File: src/rtl/id_pkg.sv
// id_pkg: shared decode definitions for the instruction-decode stage.
//   - opcode values for the op[4]=1 group (LD, ST, ADI, SHF, BRZ, BRNZ, JMP, OUT)
//   - MD (datapath result select) and BS (branch select) encodings
//   - ctrl_flags_t: the width-independent part of the datapath control word.
// A package cannot take parameters, so the RA_W/SH_W dependent control word
// (ctrl_word_t) is assembled from ctrl_flags_t inside id_pipe_stage.
package id_pkg;

  localparam logic [4:0] OP_LD   = 5'b10000;
  localparam logic [4:0] OP_ST   = 5'b10001;
  localparam logic [4:0] OP_ADI  = 5'b10010;
  localparam logic [4:0] OP_SHF  = 5'b10011;
  localparam logic [4:0] OP_BRZ  = 5'b10100;
  localparam logic [4:0] OP_BRNZ = 5'b10101;
  localparam logic [4:0] OP_JMP  = 5'b10110;
  localparam logic [4:0] OP_OUT  = 5'b10111;

  // MD: which source writes the register file
  localparam logic [1:0] MD_FU  = 2'b00;  // function unit
  localparam logic [1:0] MD_MEM = 2'b01;  // data memory
  localparam logic [1:0] MD_SHF = 2'b10;  // shifter

  // BS: program-counter update
  localparam logic [1:0] BS_NONE = 2'b00;  // increment
  localparam logic [1:0] BS_COND = 2'b01;  // conditional branch (PS picks polarity)
  localparam logic [1:0] BS_JUMP = 2'b10;  // unconditional jump

  typedef struct packed {
    logic       rw;
    logic [1:0] md;
    logic [1:0] bs;
    logic       ps;
    logic       mw;
    logic [3:0] fs;
    logic       ma;
    logic       mb;
    logic       cs;
    logic       owe;
  } ctrl_flags_t;

endpackage

File: src/rtl/id_decode_comb.sv
// id_decode_comb: purely combinational opcode -> control flags decoder.
// Ports:
//   opcode  in   5-bit opcode field of the instruction
//   flags   out  decoded control flags (RW, MD, BS, PS, MW, FS, MA, MB, CS, OUT enable)
//   illegal out  opcode is in the undefined 11xxx group
// Register-address and shift fields are passed through by the caller.
module id_decode_comb
  import id_pkg::*;
(
  input  logic [4:0]  opcode,
  output ctrl_flags_t flags,
  output logic        illegal
);

  always_comb begin
    flags    = '0;
    flags.md = MD_FU;
    flags.bs = BS_NONE;
    illegal  = 1'b0;
    if (!opcode[4]) begin
      // register-register ALU op: low opcode bits select the function directly
      flags.fs = opcode[3:0];
      flags.rw = 1'b1;
    end else begin
      case (opcode)
        OP_LD: begin
          flags.rw = 1'b1;
          flags.md = MD_MEM;
        end
        OP_ST: flags.mw = 1'b1;
        OP_ADI: begin
          flags.rw = 1'b1;
          flags.mb = 1'b1;
          flags.fs = 4'b0010;
        end
        OP_SHF: begin
          flags.rw = 1'b1;
          flags.md = MD_SHF;
        end
        OP_BRZ: begin
          flags.bs = BS_COND;
          flags.mb = 1'b1;
          flags.cs = 1'b1;
        end
        OP_BRNZ: begin
          flags.bs = BS_COND;
          flags.ps = 1'b1;
          flags.mb = 1'b1;
          flags.cs = 1'b1;
        end
        OP_JMP:  flags.bs  = BS_JUMP;
        OP_OUT:  flags.owe = 1'b1;
        default: illegal   = 1'b1;  // 11xxx: behaves as a NOP
      endcase
    end
  end

endmodule

File: src/rtl/id_pipe_stage.sv
// id_pipe_stage: registered instruction-decode pipeline stage.
// Decodes an instruction word (opcode, DR, SA, SB, SHF from MSB to LSB) into
// the datapath control word, registers it, and inserts one bubble when an
// instruction reads the destination of the immediately preceding LD.
// Ports:
//   clk, rst            clock, synchronous active-high reset
//   in_valid / in_ready instruction handshake from fetch
//   instruction         INSTR_W-bit instruction word
//   out_valid/out_ready control-word handshake to the datapath
//   RW DA MD BS PS MW FS MA MB AA BA CS SH output_write_enable
//                       registered control word
//   illegal             registered; word came from an undefined opcode
// Optional build macro: ID_ILLEGAL_TRAP_EN -- the first accepted illegal word
// sets a sticky trap that holds in_ready low until rst.
//
// Handshake: a word moves only on a rising edge where valid && ready are both
// high; valid never depends on ready, and the output register holds its
// contents unchanged while out_valid && !out_ready.
module id_pipe_stage
  import id_pkg::*;
#(
  parameter int RA_W    = 3,
  parameter int SH_W    = 3,
  parameter int OPC_W   = 5,
  parameter int INSTR_W = OPC_W + 3 * RA_W + SH_W
) (
  input  logic               clk,
  input  logic               rst,
  input  logic               in_valid,
  output logic               in_ready,
  input  logic [INSTR_W-1:0] instruction,
  output logic               out_valid,
  input  logic               out_ready,
  output logic               RW,
  output logic [RA_W-1:0]    DA,
  output logic [1:0]         MD,
  output logic [1:0]         BS,
  output logic               PS,
  output logic               MW,
  output logic [3:0]         FS,
  output logic               MA,
  output logic               MB,
  output logic [RA_W-1:0]    AA,
  output logic [RA_W-1:0]    BA,
  output logic               CS,
  output logic [SH_W-1:0]    SH,
  output logic               output_write_enable,
  output logic               illegal
);

  if (OPC_W != 5) begin : g_bad_opc_w
    $error("id_pipe_stage: OPC_W must be 5");
  end

  typedef struct packed {
    ctrl_flags_t     flags;
    logic [RA_W-1:0] da;
    logic [RA_W-1:0] aa;
    logic [RA_W-1:0] ba;
    logic [SH_W-1:0] sh;
    logic            illegal;
  } ctrl_word_t;

  logic [4:0]      opcode;
  logic [RA_W-1:0] dr, sa, sb;
  logic [SH_W-1:0] shf;

  assign opcode = instruction[INSTR_W-1 -: 5];
  assign dr     = instruction[SH_W + 3*RA_W - 1 -: RA_W];
  assign sa     = instruction[SH_W + 2*RA_W - 1 -: RA_W];
  assign sb     = instruction[SH_W + RA_W - 1 -: RA_W];
  assign shf    = instruction[SH_W-1:0];

  ctrl_flags_t dec_flags;
  logic        dec_illegal;
  ctrl_word_t  dec_word;

  id_decode_comb u_decode (
    .opcode  (opcode),
    .flags   (dec_flags),
    .illegal (dec_illegal)
  );

  always_comb begin
    dec_word         = '0;
    dec_word.flags   = dec_flags;
    dec_word.da      = dr;
    dec_word.aa      = sa;
    dec_word.ba      = sb;
    dec_word.sh      = shf;
    dec_word.illegal = dec_illegal;
  end

  ctrl_word_t      out_q;
  logic            out_valid_q;
  logic            ready_en_q;  // keeps in_ready low for the first cycle out of reset
  logic            ld_pend_q;   // last issued word was an LD
  logic [RA_W-1:0] ld_da_q;     // destination of that LD
  logic            trap_q;
  logic            slot_free, hazard, accept;

  assign slot_free = !out_valid_q || out_ready;
  // JMP is the only opcode that reads no register operand.
  assign hazard    = in_valid && ld_pend_q && (opcode != OP_JMP) &&
                     ((ld_da_q == sa) || (ld_da_q == sb));
  assign in_ready  = ready_en_q && slot_free && !hazard && !trap_q;
  assign accept    = in_valid && in_ready;

  always_ff @(posedge clk) begin
    if (rst) begin
      out_q       <= '0;
      out_valid_q <= 1'b0;
      ready_en_q  <= 1'b0;
      ld_pend_q   <= 1'b0;
      ld_da_q     <= '0;
    end else begin
      ready_en_q <= 1'b1;
      if (accept) begin
        out_q       <= dec_word;
        out_valid_q <= 1'b1;
      end else if (out_ready) begin
        out_valid_q <= 1'b0;
      end
      if (accept) begin
        ld_pend_q <= (opcode == OP_LD);
        ld_da_q   <= dr;
      end else if (hazard && slot_free) begin
        // The stall edge also drains the LD, so the bubble is complete;
        // if the LD is still held, keep stalling until it is consumed.
        ld_pend_q <= 1'b0;
      end
    end
  end

`ifdef ID_ILLEGAL_TRAP_EN
  always_ff @(posedge clk) begin
    if (rst) begin
      trap_q <= 1'b0;
    end else if (accept && dec_illegal) begin
      trap_q <= 1'b1;
    end
  end
`else
  assign trap_q = 1'b0;
`endif

  assign out_valid           = out_valid_q;
  assign RW                  = out_q.flags.rw;
  assign DA                  = out_q.da;
  assign MD                  = out_q.flags.md;
  assign BS                  = out_q.flags.bs;
  assign PS                  = out_q.flags.ps;
  assign MW                  = out_q.flags.mw;
  assign FS                  = out_q.flags.fs;
  assign MA                  = out_q.flags.ma;
  assign MB                  = out_q.flags.mb;
  assign AA                  = out_q.aa;
  assign BA                  = out_q.ba;
  assign CS                  = out_q.flags.cs;
  assign SH                  = out_q.sh;
  assign output_write_enable = out_q.flags.owe;
  assign illegal             = out_q.illegal;

endmodule

File: config.mk
export PLATFORM = sky130hd
export DESIGN_NAME = id_pipe_stage
export DESIGN_NICKNAME = d
export VERILOG_FILES = /design/src/rtl/id_pkg.sv /design/src/rtl/id_decode_comb.sv /design/src/rtl/id_pipe_stage.sv
export SDC_FILE = /design/constraint.sdc
export NUM_CORES = 1
export LEC_CHECK = 0
export CORE_MARGIN = 2
export CORE_UTILIZATION = 42
export DETAILED_ROUTE_END_ITERATION = 12
export PLACE_DENSITY = 0.74
export RECOVER_POWER = 50
export SLEW_MARGIN = 0
export SYNTH_ARGS = -nofsm -noshare
export SYNTH_HDL_FRONTEND = slang
export SYNTH_HIERARCHICAL = 1
export SYNTH_SLANG_ARGS = --single-unit
File: constraint.sdc
create_clock -name clk -period 2.25 [get_ports clk]
set_clock_uncertainty 0.1 [all_clocks]
set_input_delay 0.45 -clock clk [delete_from_list [all_inputs] [get_ports clk]]
set_output_delay 0.45 -clock clk [all_outputs]
set_load 0.03 [all_outputs]
==> impl_metrics.csv <==
group,metric,value,unit
status,status,"finished, final reports clean",
placed_design,hpwl,2796,µm
clock_tree,cts.sinks,31,
synth,async_reset_ff_share,0,%
drt,ant_nets,0,
placed_design,io_buffers,50,
worst_setup_path,arrival,1.60,ns
clock_tree,clkSlewWorstSetupHoldPaths,0.09,ns
synth,ys_seq_area_share,40.62,%
timing,finalCriticalPeriod,2.155,ns
worst_setup_path,crit_chain,"xor2_1 -> nor3_2 -> o2111a_2 -> nor2_4 -> buf_6",
drt,drt_first_iter_violations,46,
die,dieArea,0.004136,mm²
synth,synthMostInstantiatedCell,"dfxtp_1",
power,power_leakage,0.9227,nW
worst_setup_path,worstRegToRegCells,7,
die,die_y,64.31,µm
power,clockPowerShare,28.2,%
timing,hold_viol,0,
worst_hold_path,hold_path_class,"reg2reg",
synth,syn_area_per_cell,8.394,µm²
clock_tree,cts-htree-levels,2,
grt,grt_overflow,0,
finish,n_antenna_cell,0,
worst_setup_path,max_stage_delay,0.42,ns
timing,whs,0.3786,ns
worst_setup_path,path_max_fanout,4,
drt,wl,3956,µm
timing,max_freq,464.1,MHz
grt,antenna_found_initial,0,
die,initial_core_util,44.73,%
worst_setup_path,endpoint,"in_ready",
synth,ys.flop_type,"dfxtp_1",
synth,synthTopCellsByCount,"dfxtp_1 (31), o21ai_0 (29), or3b_1 (29)",
worst_setup_path,path_delay_family,"flip-flops",
drt,viasPerCell,5.222,
die,num_rows,21,
power,p_seq_share,52.1,%
drt,wl_per_cell,13.74,µm
grt,grt_max_degree,43,
worst_setup_path,cp-startpoint,"ld_da_q[1]",
synth,ys_ff_latch,31,
power,p_per_area,488.6,mW/mm²
die,io_pins,51,
worst_setup_path,cp_num_buf_inv,1,
worst_setup_path,crit_type,"reg2out",
finish,fin_util,66.34,%
clock_tree,clock_path_buffers,2,
synth,yosysUniqueCellTypes,28,
synth,ys_warn_count,6,
grt,grt.total_usage,20.18,%
clock_tree,clockRootBuffer,"clkbuf_4",
finish,seq_area,621.8,µm²
synth,synth-edff-count,0,
die,coreArea,0.003416,mm²
synth,netlist_area,0.001528,mm²
finish,fin_nets,262,
power,sw_frac_of_total,29.22,%
finish,multiInputGateArea,859.6,µm²
job,max_cap_violations,0,
synth,synth_top_cell_area_share,40.62,%
worst_setup_path,ff2ff_setup_slack,0.23,ns
worst_setup_path,end_kind,"output pin",
worst_setup_path,start_kind,"flop",
drt,vias,1504,
finish,nFillCells,301,
timing,tns,0,ns
synth,synth_area_leaders,"dfxtp_1 (41%), or3b_1 (17%), o21ai_0 (9.5%)",
timing,report.final.slew_viol_count,0,
timing,finalCritPeriodShare,95.77,%
worst_setup_path,cp.depth,5,
synth,synth_nets,203,
timing,rsz0062_at_grt,"false",
timing,setup_viol,0,
synth,netlist_instances,182,
grt,grt_pass1_wl,6437,µm
worst_setup_path,worstPathRequired,1.70,ns
power,pwr-share-comb,19.6,%
power,intPower,783.6,µW
placed_design,place.gp.congestion,0.8024,
synth,synth_area_leader_cell,"dfxtp_1",
worst_setup_path,worstReg2RegEnd,"PS",
clock_tree,cts_buffers,5,
worst_setup_path,critical_path.slowest_cell,"dfxtp_1",
drt,drt-pass1-iter-count,4,
power,switchingPower,323.5,µW
finish,synthToLayoutAreaGrowth,48.32,%
clock_tree,cts_tree,"built",
die,dieWidth,64.31,µm
finish,drive_gt1_share,15.29,%
clock_tree,clkLatencyLatePin,0.33,ns
worst_setup_path,reg2reg_from,"ld_da_q[1]",
drt,drc_errors,0,
grt,grt_pass1_vias,1374,
power,ir_worst_vdd,420.0,µV
==> state kept, by name (all words and copies together) (netlist names) <==
register / cells
CS: 1
MD: 2
RW: 1
ready_en_q: 1
output_write_enable: 1
out_valid: 1
SH: 3
MB: 1
BA: 3
PS: 1
MA: 1
MW: 1
AA: 3
illegal: 1
FS: 4
ld_pend_q: 1
ld_da_q: 3
BS: 2
==> layer usage <==
metal / share of wire, % / track usage [%] / wire length [µm]
met1: 46 / 25.58 / 1800
met3: 4.5 / 4.930 / 179
met5: 0 / 0 / 0
met4: 1.7 / 8.777 / 67
met2: 48 / 32.55 / 1909
==> stage by stage <==
stage | cells | worst slack (ns) | area [µm²] | power, mW
3_5_place_dp | 276 | -0.3026 | 2147 | 0.8053
5_1_grt | 288 | 0.005651 | 2266 | 1.161
2_1_floorplan | 182 | 0.02368 | 1530 | 0.6978
3_3_place_gp | 276 | -0.2309 | 2147 | 0.7989
6_report | 288 | 0.09514 | 2266 | 1.107
4_1_cts | 285 | 0.002557 | 2237 | 1.117
==> cell type report <==
type                            count  area share (%)
Multi-Input combinational cell    132           37.93
Clock buffer                        5           1.657
Tap cell                           46           2.540
Timing Repair Buffer               69           29.43
Inverter                            2          0.3313
Clock inverter                      3          0.6626
Sequential cell                    31           27.44
==> power by group through the flow <==
stage               Combinational (mW)  Clock, mW  Sequential, mW
floorplan                       0.0762          0           0.622
global placement                 0.210          0           0.589
detailed placement               0.215          0           0.590
CTS                              0.219      0.320           0.578
global route                     0.234      0.347           0.580
finish                           0.218      0.312           0.577
==> how the worst min path moves through the flow <==
| stage | startpoint | endpoint | cells past startpoint |
|---|---|---|---|
| floorplan | ld_pend_q | ld_pend_q | 2 |
| global placement | AA[0] | AA[0] | 2 |
| detailed placement | SH[0] | SH[0] | 2 |
| CTS | SH[0] | SH[0] | 2 |
| global route | BA[2] | BA[2] | 2 |
| finish | SH[0] | SH[0] | 2 |
==> cells in the final DEF, fill, tap and decap left out <==
cell type | synthesis | final
and2_0 | 0 | 1
nor2b_1 | 3 | 3
nor2_1 | 7 | 5
buf_6 | 0 | 1
dlymetal6s2s_1 | 0 | 2
and2_1 | 2 | 1
xor2_1 | 6 | 4
nand2b_1 | 5 | 5
a21oi_2 | 1 | 1
dlygate4sd2_1 | 0 | 6
clkdlybuf4s50_1 | 0 | 14
a21oi_1 | 28 | 28
and2b_1 | 1 | 1
clkinv_2 | 0 | 3
a21boi_1 | 1 | 1
nor3_1 | 6 | 4
nand3b_1 | 1 | 1
buf_12 | 0 | 2
o2111ai_1 | 1 | 1
o21ai_0 | 29 | 29
nand4_1 | 1 | 1
xor2_2 | 0 | 2
dfxtp_2 | 0 | 1
nand2_1 | 2 | 2
o2111a_2 | 0 | 1
nor2_2 | 0 | 1
o211ai_1 | 1 | 1
nor2_4 | 0 | 1
dlygate4sd3_1 | 0 | 27
nor3_2 | 0 | 2
or3b_1 | 29 | 29
dfxtp_1 | 31 | 30
nand3_1 | 3 | 3
conb_1 | 1 | 1
o31ai_1 | 2 | 2
buf_4 | 2 | 17
inv_1 | 2 | 2
clkbuf_4 | 0 | 5
or3_1 | 1 | 1
==> worst reg2reg max path: stages, from the launching register on <==
cell and delay (ns):
dfxtp_1 0.42, xor2_1 0.22, nor3_2 0.08, o2111a_2 0.30, buf_4 0.16, buf_12 0.15, or3b_1 0.38, a21oi_1 0.15
==> logic make-up after synthesis <==
family          share of synthesized area [%]
simple gates                            27.68
compound gates                          22.52
buf+inv                                 5.487
other cells                            0.2455
xor+xnor                                3.440
flops                                   40.62
==> timing repair <==
item	CTS	global route
gates resized for setup	14	3
hold buffers	0	0
setup endpoints to repair	1	5
pin swaps	4	5
endpoints found under the hold margin	0	0
buffers inserted	1	3
Note: power is estimated with default switching activity, not from simulation.
